==> src/rtl/lane_quad_sequencer.sv <==
// rtl/lane_quad_sequencer.sv - presents a 64-lane exec mask as 16-lane quad beats.
// Optional quad skipping of all-zero slices is compiled in with QUAD_SKIP_EN.
module lane_quad_sequencer (
  input  logic        clk,
  input  logic        rst,
  input  logic        start,
  input  logic [63:0] exec_mask,
  input  logic [5:0]  wfid,
  input  logic        stall,
  output logic        busy,
  output logic        lane_valid,
  output logic [15:0] lane_en,
  output logic [1:0]  quad_idx,
  output logic [5:0]  wfid_out,
  output logic        last,
  output logic        done
);

  typedef enum logic {IDLE, RUN} state_t;

  state_t      state_q, state_d;
  logic [63:0] mask_q, mask_d;
  logic [5:0]  wfid_q, wfid_d;
  logic [1:0]  quad_q, quad_d;
  logic        valid_q, valid_d;
  logic [15:0] en_q, en_d;
  logic        last_q, last_d;
  logic        done_q, done_d;

  logic [63:0] src_mask;
  logic [2:0]  lo;
  logic [2:0]  nxt;
  logic        nxt_last;

`ifdef QUAD_SKIP_EN
  logic [3:0]  nz;
  logic [2:0]  after;

  function automatic logic [3:0] nz_flags(input logic [63:0] m);
    logic [3:0] f;
    for (int i = 0; i < 4; i++) f[i] = |m[16*i +: 16];
    return f;
  endfunction

  // Returns {found, index} of the lowest nonzero quad at or above lo_q.
  function automatic logic [2:0] first_at_or_above(input logic [3:0] f, input logic [2:0] lo_q);
    logic [2:0] r;
    r = 3'b000;
    for (int i = 3; i >= 0; i--) begin
      if (f[i] && (3'(i) >= lo_q)) r = {1'b1, 2'(i)};
    end
    return r;
  endfunction
`endif

  // Candidate quad to present next: from the live inputs when accepting, from the capture otherwise.
  always_comb begin
    src_mask = (state_q == IDLE) ? exec_mask : mask_q;
    lo       = (state_q == IDLE) ? 3'd0 : ({1'b0, quad_q} + 3'd1);
`ifdef QUAD_SKIP_EN
    nz       = nz_flags(src_mask);
    nxt      = first_at_or_above(nz, lo);
    after    = first_at_or_above(nz, {1'b0, nxt[1:0]} + 3'd1);
    nxt_last = ~after[2];
`else
    nxt      = {1'b1, lo[1:0]};
    nxt_last = (lo[1:0] == 2'd3);
`endif
  end

  always_comb begin
    state_d = state_q;
    mask_d  = mask_q;
    wfid_d  = wfid_q;
    quad_d  = quad_q;
    valid_d = valid_q;
    en_d    = en_q;
    last_d  = last_q;
    done_d  = 1'b0;
    case (state_q)
      IDLE: begin
        valid_d = 1'b0;
        en_d    = 16'h0000;
        last_d  = 1'b0;
        quad_d  = 2'd0;
        if (start) begin
          mask_d = exec_mask;
          wfid_d = wfid;
          if (nxt[2]) begin
            state_d = RUN;
            valid_d = 1'b1;
            quad_d  = nxt[1:0];
            en_d    = 16'(src_mask >> {nxt[1:0], 4'd0});
            last_d  = nxt_last;
          end else begin
            done_d = 1'b1;
          end
        end
      end
      RUN: begin
        if (!stall) begin
          if (last_q) begin
            state_d = IDLE;
            valid_d = 1'b0;
            en_d    = 16'h0000;
            last_d  = 1'b0;
            quad_d  = 2'd0;
            done_d  = 1'b1;
          end else begin
            quad_d  = nxt[1:0];
            en_d    = 16'(src_mask >> {nxt[1:0], 4'd0});
            last_d  = nxt_last;
          end
        end
      end
      default: state_d = IDLE;
    endcase
  end

  always_ff @(posedge clk or posedge rst) begin
    if (rst) begin
      state_q <= IDLE;
      mask_q  <= 64'd0;
      wfid_q  <= 6'd0;
      quad_q  <= 2'd0;
      valid_q <= 1'b0;
      en_q    <= 16'h0000;
      last_q  <= 1'b0;
      done_q  <= 1'b0;
    end else begin
      state_q <= state_d;
      mask_q  <= mask_d;
      wfid_q  <= wfid_d;
      quad_q  <= quad_d;
      valid_q <= valid_d;
      en_q    <= en_d;
      last_q  <= last_d;
      done_q  <= done_d;
    end
  end

  assign busy       = (state_q == RUN);
  assign lane_valid = valid_q;
  assign lane_en    = en_q;
  assign quad_idx   = quad_q;
  assign wfid_out   = wfid_q;
  assign last       = last_q;
  assign done       = done_q;

endmodule

==> config.mk <==
export PLATFORM = sky130hd
export DESIGN_NAME = lane_quad_sequencer
export DESIGN_NICKNAME = d
export VERILOG_FILES = /design/src/rtl/lane_quad_sequencer.sv
export SDC_FILE = /design/constraint.sdc
export NUM_CORES = 1
export LEC_CHECK = 0
export BUFFER_PORTS_ARGS = -buffer_cell sky130_fd_sc_hd__buf_2
export CAP_MARGIN = 20
export CORE_MARGIN = 1.5
export CORE_UTILIZATION = 55
export DETAILED_ROUTE_END_ITERATION = 10
export PLACE_DENSITY = 0.91
export SYNTH_ARGS = -nofsm -noshare
export SYNTH_HDL_FRONTEND = slang
export SYNTH_SLANG_ARGS = --single-unit
export TNS_END_PERCENT = 1
==> constraint.sdc <==
create_clock -name clk -period 5.06 [get_ports clk]
set_input_delay 0.253 -clock clk [delete_from_list [all_inputs] [get_ports clk]]
set_output_delay 0.253 -clock clk [all_outputs]
set_load 0.01 [all_outputs]
==> results.txt, run 1 <==
----------------------------------------------------
[STA]
  Upper clock frequency limit ... between 300 and 400 MHz
  Final hold violation count ... 0
  Final worst-path cycle share ... between 40% and 50%
  Slew Viols, Final ... 0
  Slew Limit Headroom ... a little under a third
  Setup violators final ... 0
  Setup repair after global routing missed its margin ... false
  Actual slew at the worst max-slew pin ... 1.041 ns
  Fin Clk Skew ... about 0.011 ns
  Setup TNS ... 0 ns
  Final period demand of the worst path ... between 2 and 3 ns

[Setup path]
  Reg-to-reg critical path endpoint ... mask_q[35]$_DFFE_PP0P_
  Ordered list of cells on the worst path ... nor2b_4, buf_4, mux2_2
  Crit-path leading delay family ... simple AND/OR/NAND/NOR gates
  WP data required ... about 5.3 ns
  Logic depth of the worst setup path including buffers ... 3
  Classification of the worst setup path ... reg2reg
  Arrival @ worst endpoint ... roughly 2.8 ns
  Worst reg-to-reg setup slack ... around 2.5 ns
  Maximum net fanout on the critical path ... between 40 and 50
  Slowest stage cell, crit path ... nor2b_4
  Length in cells of the worst reg-to-reg path ... 3
  CP startpoint ... busy$_DFF_PP0_
  Crit path buffers/inverters ... 1
  Largest incremental delay on the critical path ... approximately 0.85 ns
  Critical path launch point type ... flop
  Worst reg2reg startpoint ... busy$_DFF_PP0_
  Capturing element type of the critical path ... flop
  Crit path capture ... mask_q[35]$_DFFE_PP0P_

[Synthesis]
  Share of Yosys cell area claimed by the top area cell type ... 57.73%
  Fraction of synthesized cell area in xor and xnor cells ... 0.2196%
  Flops & latches, synth ... approximately 90
  Nets in the synthesized netlist ... ~340
  Distinct cell type count of the synthesized netlist ... 30
  Dominant register cell in the synthesized netlist ... dfrtp_1
  Syn_area_per_cell ... 15.05 µm²
  Proportion of synthesized chip area in sequential cells ... just under 60%
  Dominant combinational cell family by area after synthesis ... multiplexers
  Proportion of synthesized flip-flops having asynchronous set or reset ... between 90% and 100%
  Adder-cell share of the synthesized area ... 0%
  Top cells by area, synth ... dfrtp_1 (58%), mux2_2 (20%), mux4_1 (4.0%)
  Most area-hungry cell type in the Yosys netlist ... dfrtp_1
  Share of the synthesized area in compound gates (AO/OA/AOI/OAI) ... under 10%
  Gate Count Post-Synth ... about 270
  Mux contribution to synthesized area ... about 29%
  Number of flops mapped to enable cells by yosys ... 0
  Basic-gate share of the synthesized area counting and, or, nand and nor cells ... ~2.7%
  Number of warnings issued by yosys ... 0
  Syn Std Cell Area ... around 0.0040 mm²

[Global routing]
  All-layer global routing usage ... between 20% and 30%
  Global-route wire length before repair ... about 13 mm
  GRT Residual Overflow ... 0
  Antenna violations before repair ... 0
  Vias in the first global route ... between 2000 and 3000
  Maximum number of pins on one net before global-route repair ... 68

[Power and ir drop]
  Power Dens Cells ... 606.1 mW/mm²
  Switching Fraction ... about a third
  Proportion of power drawn by the clock network ... around 16%
  Sequential power share ... 46.7%
  Total power ... around 2.9 mW
  Leakage dissipation ... approximately 2.2 nW
  Net Switching ... around 0.94 mW
  Cell Int Power ... 1.919 mW
  Combinational cell fraction of total power ... 37.8%
  Peak supply drop ... roughly 0.29 mV

[Clocking]
  CTS root buf ... clkbuf_8
  Number of H-tree branching levels ... 3
  CTS tree ... built
  Count of cells resized by post-cts repair ... 0
  CTS clock-pin slew for the worst setup and hold paths ... 0.09 ns
  Clock buffer count from CTS ... 9
  Max Root-Sink Buffers ... 2
  Sinks on the clock net ... between 90 and 100
  Clock Latency Late Sink ... ~0.36 ns

[Floorplan]
  IO Pins ... just over 100
  Die X ... 88.15 µm
  Placement row count ... 30
  Floorplan die area ... about 0.0078 mm²
  Core footprint ... 0.006907 mm²
  Initial core utilization ... 57.74%
  Die outline height ... slightly below 90 µm

[Place]
  Port bufs ... just over 100
  HPWL reported at the end of detailed placement ... ~5.6 mm
  Cell Count Post-Placement ... roughly 450
  Routability congestion estimate from global placement ... ~0.74

[Run]
  Count of maximum capacitance violations ... 0

[Route]
  Number of remaining DRC errors ... 0
  Routed WL per cell ... ~17 µm
  Total via count after detailed routing ... 2535
  Via density ... 5.475
  Post-route antenna net violation count ... 0
  Count of TritonRoute iterations in the first routing pass ... 4
  Overall routed net length ... around 7.9 mm
  Initial DRC count ... roughly 180

[Run status]
  Outcome ... complete, no violations

[Finish]
  Commonest cells after routing, fill and taps aside ... buf_2 (101), dfrtp_1 (92), mux2_2 (72), inv_1 (12), a222oi_1 (11)
  Leading cell type in the layout, fill and taps excluded ... buf_2
  Area growth from synthesis to final layout ... 18.20%
  Ant. Diodes ... 0
  Final std cells w/o fill ... between 400 and 500
  Final-stage net count ... approximately 440
  Share of layout cells above drive strength 1 ... roughly 55%
  Fill cell total of the finished layout ... approximately 550

[Min path]
  Worst hold-check path type ... in2reg
  WHS Path Cells ... 2

----------------------------------------------------
[cells in the mapped netlist, drive strengths merged (2+ instances only)]
master  number
nor2         4
mux4        11
buf         19
nand2        7
and2         2
a21oi        7
a221oi       3
a222oi      11
mux2        72
mux2i        7
o221ai       5
dfrtp       92
nor3b        2
inv         13
[layer usage]
layer | part of all wire, % | global-route usage, % | up-vias | wire length, µm
li1 | - | - | 1183 | -
met1 | 41 | 28.73 | 1256 | 3237
met2 | 51 | 36.64 | 83 | 4039
met3 | 5.8 | 4.524 | 13 | 459
met4 | 2.0 | 10.23 | 0 | 155
met5 | 0 | 0 | - | 0
[area by class of cell]
class	count	area [µm²]	share of cell area (%)
clock buffer	9	123.9	2.628
clock inverter	7	52.55	1.115
inverter	13	51.30	1.088
multi-input combinational	140	1514	32.12
sequential	92	2302	48.85
tap	96	120.1	2.548
timing repair buffer	106	549.3	11.65
[power groups by stage]
stage | clock (mW) | sequential [mW] | combinational, mW
2_1_floorplan | 0 | 1.29 | 0.852
3_3_place_gp | 0 | 1.33 | 1.03
3_5_place_dp | 0 | 1.36 | 1.09
4_1_cts | 0.454 | 1.34 | 1.10
5_1_grt | 0.481 | 1.39 | 1.19
6_report | 0.442 | 1.34 | 1.08
[logic make-up (layout without fill, tap and decap cells)]
kind of cell,count (synthesis),count (layout)
and+or+nand+nor,20,20
DFF,92,92
buffers and inverters,33,135
AOI/OAI and AO/OA,29,29
muxes,90,90
xor gates and xnor gates,1,1
[state kept, by name (all words and copies together) (netlist names)]
register,cells
mask_q,64
lane_en,16
wfid_out,6
quad_idx,2
busy,1
done,1
lane_valid,1
last,1
[stage by stage]
step / cell area, µm² / setup slack (ns) / utilization, % / hold slack (ns)
3_3_place_gp: 4516 / 2.622 / 65.38 / 0.2341
5_1_grt: 4713 / 2.376 / 68.24 / 0.09996
3_5_place_dp: 4527 / 2.526 / 65.54 / 0.2479
4_1_cts: 4713 / 2.523 / 68.24 / 0.09861
2_1_floorplan: 3988 / 2.415 / - / 0.3974
6_report: 4713 / 2.547 / 68.24 / 0.1146
[timing repair]
action | 4_1_cts | 5_1_grt
hold buffers | 1 | 0
setup buffers | 0 | 0
setup endpoints to repair | 0 | 0
hold endpoints to repair | 25 | 0
[worst min path at each step]
stage / endpoint / from / slack [ns]
3_3_place_gp: wfid_out[5]$_DFFE_PP0P_ / rst / 0.23
4_1_cts: mask_q[32]$_DFFE_PP0P_ / exec_mask[32] / 0.1
5_1_grt: mask_q[19]$_DFFE_PP0P_ / exec_mask[19] / 0.1
2_1_floorplan: lane_en[7]$_DFFE_PP0P_ / exec_mask[7] / 0.40
6_report: mask_q[32]$_DFFE_PP0P_ / exec_mask[32] / 0.11
3_5_place_dp: wfid_out[5]$_DFFE_PP0P_ / rst / 0.25
Note: power is estimated with default switching activity, not from simulation.
==> inputs of run 2 (changes only) <==
--- a/config.mk
+++ b/config.mk
@@ -8,9 +8,9 @@
 export BUFFER_PORTS_ARGS = -buffer_cell sky130_fd_sc_hd__buf_2
 export CAP_MARGIN = 20
 export CORE_MARGIN = 1.5
-export CORE_UTILIZATION = 55
+export CORE_UTILIZATION = 48
 export DETAILED_ROUTE_END_ITERATION = 10
-export PLACE_DENSITY = 0.91
+export PLACE_DENSITY = 0.85
 export SYNTH_ARGS = -nofsm -noshare
 export SYNTH_HDL_FRONTEND = slang
 export SYNTH_SLANG_ARGS = --single-unit
==> constraint.sdc (replaced) <==
create_clock -name clk -period 2.2 [get_ports clk]
set_input_delay 0.11 -clock clk [delete_from_list [all_inputs] [get_ports clk]]
set_output_delay 0.11 -clock clk [all_outputs]
set_load 0.01 [all_outputs]
==> run 2 against run 1 <==
Critical endpoint is now lane_en[8]$_DFFE_PP0P_. Critical path type unchanged. Total power is 150% higher. Die area is 14% higher. Final area is 15% higher. Clock power grew to 2.9 times the previous value.
==> results.txt, run 2 (synthesis results as in run 1) <==
----------------------------------------------------
[STA]
  Setup violators final ... 0 (unchanged)
  Actual slew at the worst max-slew pin ... 0.7583 ns (was 1.041 ns)
  Slew Viols, Final ... 0 (unchanged)
  Setup TNS ... 0 ns (unchanged)
  Fin Clk Skew ... 0.01258 ns (was 0.01062 ns)
  Final worst-path cycle share ... 74.94% (was 49.67%)
  Final period demand of the worst path ... 1.649 ns (was 2.513 ns)
  Setup repair after global routing missed its margin ... false (unchanged)
  Final hold violation count ... 0 (unchanged)
  Slew Limit Headroom ... 49.34% (was 30.47%)
  Upper clock frequency limit ... 606.6 MHz (was 397.9 MHz)

[Global routing]
  GRT Residual Overflow ... 0 (unchanged)
  Antenna violations before repair ... 0 (unchanged)
  Global-route wire length before repair ... 14.20 mm (was 12.79 mm)
  Vias in the first global route ... 2945 (was 2609)
  All-layer global routing usage ... 21.39% (was 22.30%)
  Maximum number of pins on one net before global-route repair ... 53 (was 68)

[Clocking]
  CTS clock-pin slew for the worst setup and hold paths ... 0.09 ns (about the same)
  CTS tree ... built (unchanged)
  Clock Latency Late Sink ... 0.35 ns (was 0.36 ns)
  Max Root-Sink Buffers ... 2 (unchanged)
  Setup Fix Bufs, Post-CTS ... 0 (unchanged)
  Sinks on the clock net ... 92 (unchanged)
  Clock buffer count from CTS ... 9 (unchanged)
  Number of H-tree branching levels ... 3 (unchanged)
  CTS root buf ... clkbuf_8 (unchanged)

[Finish]
  Share of layout cells above drive strength 1 ... 47.66% (was 54.77%)
  Max reg flops ... 64 (unchanged)
  Ant. Diodes ... 0 (unchanged)
  Leading cell type in the layout, fill and taps excluded ... buf_2 (unchanged)
  Final std cells w/o fill ... 533 (was 463)
  Final-stage net count ... 498 (was 436)
  Fill cell total of the finished layout ... 587 (was 548)
  Commonest cells after routing, fill and taps aside ... buf_2 (101), dfrtp_1 (92), mux2_2 (72), dlygate4sd3_1 (59), inv_1 (12) (was buf_2 (101), dfrtp_1 (92), mux2_2 (72), inv_1 (12), a222oi_1 (11))
  Register bank with the most flops ... mask_q (unchanged)
  Area growth from synthesis to final layout ... 36.34% (was 18.20%)

[Route]
  Total via count after detailed routing ... 2844 (was 2535)
  Number of remaining DRC errors ... 0 (unchanged)
  Routed WL per cell ... 16.77 µm (was 17.05 µm)
  Overall routed net length ... 8.940 mm (was 7.892 mm)
  Count of TritonRoute iterations in the first routing pass ... 6 (was 4)
  Initial DRC count ... 249 (was 178)
  Via density ... 5.336 (was 5.475)
  Post-route antenna net violation count ... 0 (unchanged)

[Floorplan]
  Initial core utilization ... 49.02% (was 57.74%)
  Die outline height ... 94.15 µm (was 88.15 µm)
  Floorplan die area ... 0.008863 mm² (was 0.007770 mm²)
  Placement row count ... 33 (was 30)
  IO Pins ... 102 (unchanged)
  Die X ... 94.15 µm (was 88.15 µm)
  Core footprint ... 0.008134 mm² (was 0.006907 mm²)

[Power and ir drop]
  Combinational cell fraction of total power ... 38.9% (was 37.8%)
  Net Switching ... 2.213 mW (was 0.9384 mW)
  Power Dens Cells ... 1295 mW/mm² (was 606.1 mW/mm²)
  Sequential power share ... 43.0% (was 46.7%)
  Leakage dissipation ... 2.546 nW (was 2.249 nW)
  Switching Fraction ... 31.44% (was 32.85%)
  Proportion of power drawn by the clock network ... 18.1% (was 15.5%)
  Total power ... 7.040 mW (was 2.857 mW)
  Peak supply drop ... 0.6558 mV (was 0.2919 mV)
  Cell Int Power ... 4.827 mW (was 1.919 mW)

[Setup path]
  Crit-path leading delay family ... flip-flops (was simple AND/OR/NAND/NOR gates)
  Slowest stage cell, crit path ... dfrtp_1 (was nor2b_4)
  WP data required ... 2.46 ns (was 5.31 ns)
  Capturing element type of the critical path ... flop (unchanged)
  Critical path launch point type ... flop (unchanged)
  Arrival @ worst endpoint ... 1.90 ns (was 2.77 ns)
  Ordered list of cells on the worst path ... nor3b_4, buf_4, a21oi_1, o221ai_1 (was nor2b_4, buf_4, mux2_2)
  Crit path buffers/inverters ... 1 (unchanged)
  Maximum net fanout on the critical path ... 10 (was 48)
  Classification of the worst setup path ... reg2reg (unchanged)
  Largest incremental delay on the critical path ... 0.56 ns (was 0.85 ns)

[Place]
  Routability congestion estimate from global placement ... 0.7036 (was 0.7439)
  Cell Count Post-Placement ... 459 (was 446)
  Port bufs ... 101 (unchanged)
  HPWL reported at the end of detailed placement ... 5.775 mm (was 5.560 mm)

[Min path]
  Worst hold-check path type ... in2reg (unchanged)

[Run]
  Count of maximum capacitance violations ... 0 (unchanged)

[Run status]
  Outcome ... complete, no violations (unchanged)

----------------------------------------------------
==> run 2: changes by cell type in the layout (fill, tap and decap cells not counted), sizes merged, moves of 2 or more <==
cell	previous run	this run
inv	14	12
clkinv	5	1
dlygate4sd3	1	59
buf	105	109
clkbuf	9	11
bufinv	0	2
==> run 2: routing by layer <==
layer / vias to the layer above / track usage [%] / wire [µm]
li1: 1299 / - / -
met1: 1454 / 27.09 / 3562
met2: 79 / 36.21 / 4731
met3: 12 / 3.722 / 476
met4: 0 / 8.831 / 170
met5: - / 0 / 0
==> run 2: final timing paths <==
check                                             start                 endpoint  slack, ns  cells after the start
worst min-delay path                       exec_mask[0]    mask_q[0]$_DFFE_PP0P_      0.009                      2
worst min register to register  lane_en[11]$_DFFE_PP0P_  lane_en[11]$_DFFE_PP0P_       0.50                      2
worst max-delay path                     busy$_DFF_PP0_   lane_en[8]$_DFFE_PP0P_       0.55                      4
min in group asynchronous                           rst   mask_q[63]$_DFFE_PP0P_       0.42                      3
max in group asynchronous                           rst   lane_en[0]$_DFFE_PP0P_       1.17                      4
worst max register to register           busy$_DFF_PP0_   lane_en[8]$_DFFE_PP0P_       0.55                      4
==> run 2: metrics by stage <==
step	hold WS (ns)	setup slack [ns]	instance area, µm²	util, %
after floorplan	0.2544	0.6193	3991	-
after global placement	0.2775	0.6094	4622	56.82
after detailed placement	0.2889	0.5655	4622	56.82
after CTS	0.0004900	0.5481	5436	66.84
after global routing	0.002997	0.4603	5436	66.84
final	0.009432	0.5513	5436	66.84
==> run 2: layout make-up <==
type / count / area [µm²] / share of cell area [%]
clock buffer: 11 / 151.4 / 2.785
clock inverter: 4 / 72.57 / 1.335
inverter: 13 / 52.55 / 0.9666
multi-input combinational: 140 / 1520 / 27.96
sequential: 92 / 2302 / 42.35
tap: 105 / 131.4 / 2.417
timing repair buffer: 168 / 1206 / 22.19
==> run 2: worst register-to-register path: cells and delay by family, from the launching register on <==
family	cells	cell delay [ns]
flops	1	0.56
compound gates	2	0.27
buf+inv	1	0.27
simple gates	1	0.46
==> run 2: power groups by stage <==
stage | clock network (mW) | registers [mW] | logic [mW]
floorplan | 0 | 2.97 | 1.96
global placement | 0 | 2.99 | 2.55
detailed placement | 0 | 3.06 | 2.65
CTS | 1.29 | 3.03 | 2.74
global route | 1.36 | 3.14 | 2.97
finish | 1.27 | 3.03 | 2.74
==> run 2: timing repair <==
action,4_1_cts,5_1_grt
hold buffers,59,0
gates resized for setup,0,0
hold endpoints to repair,91,0
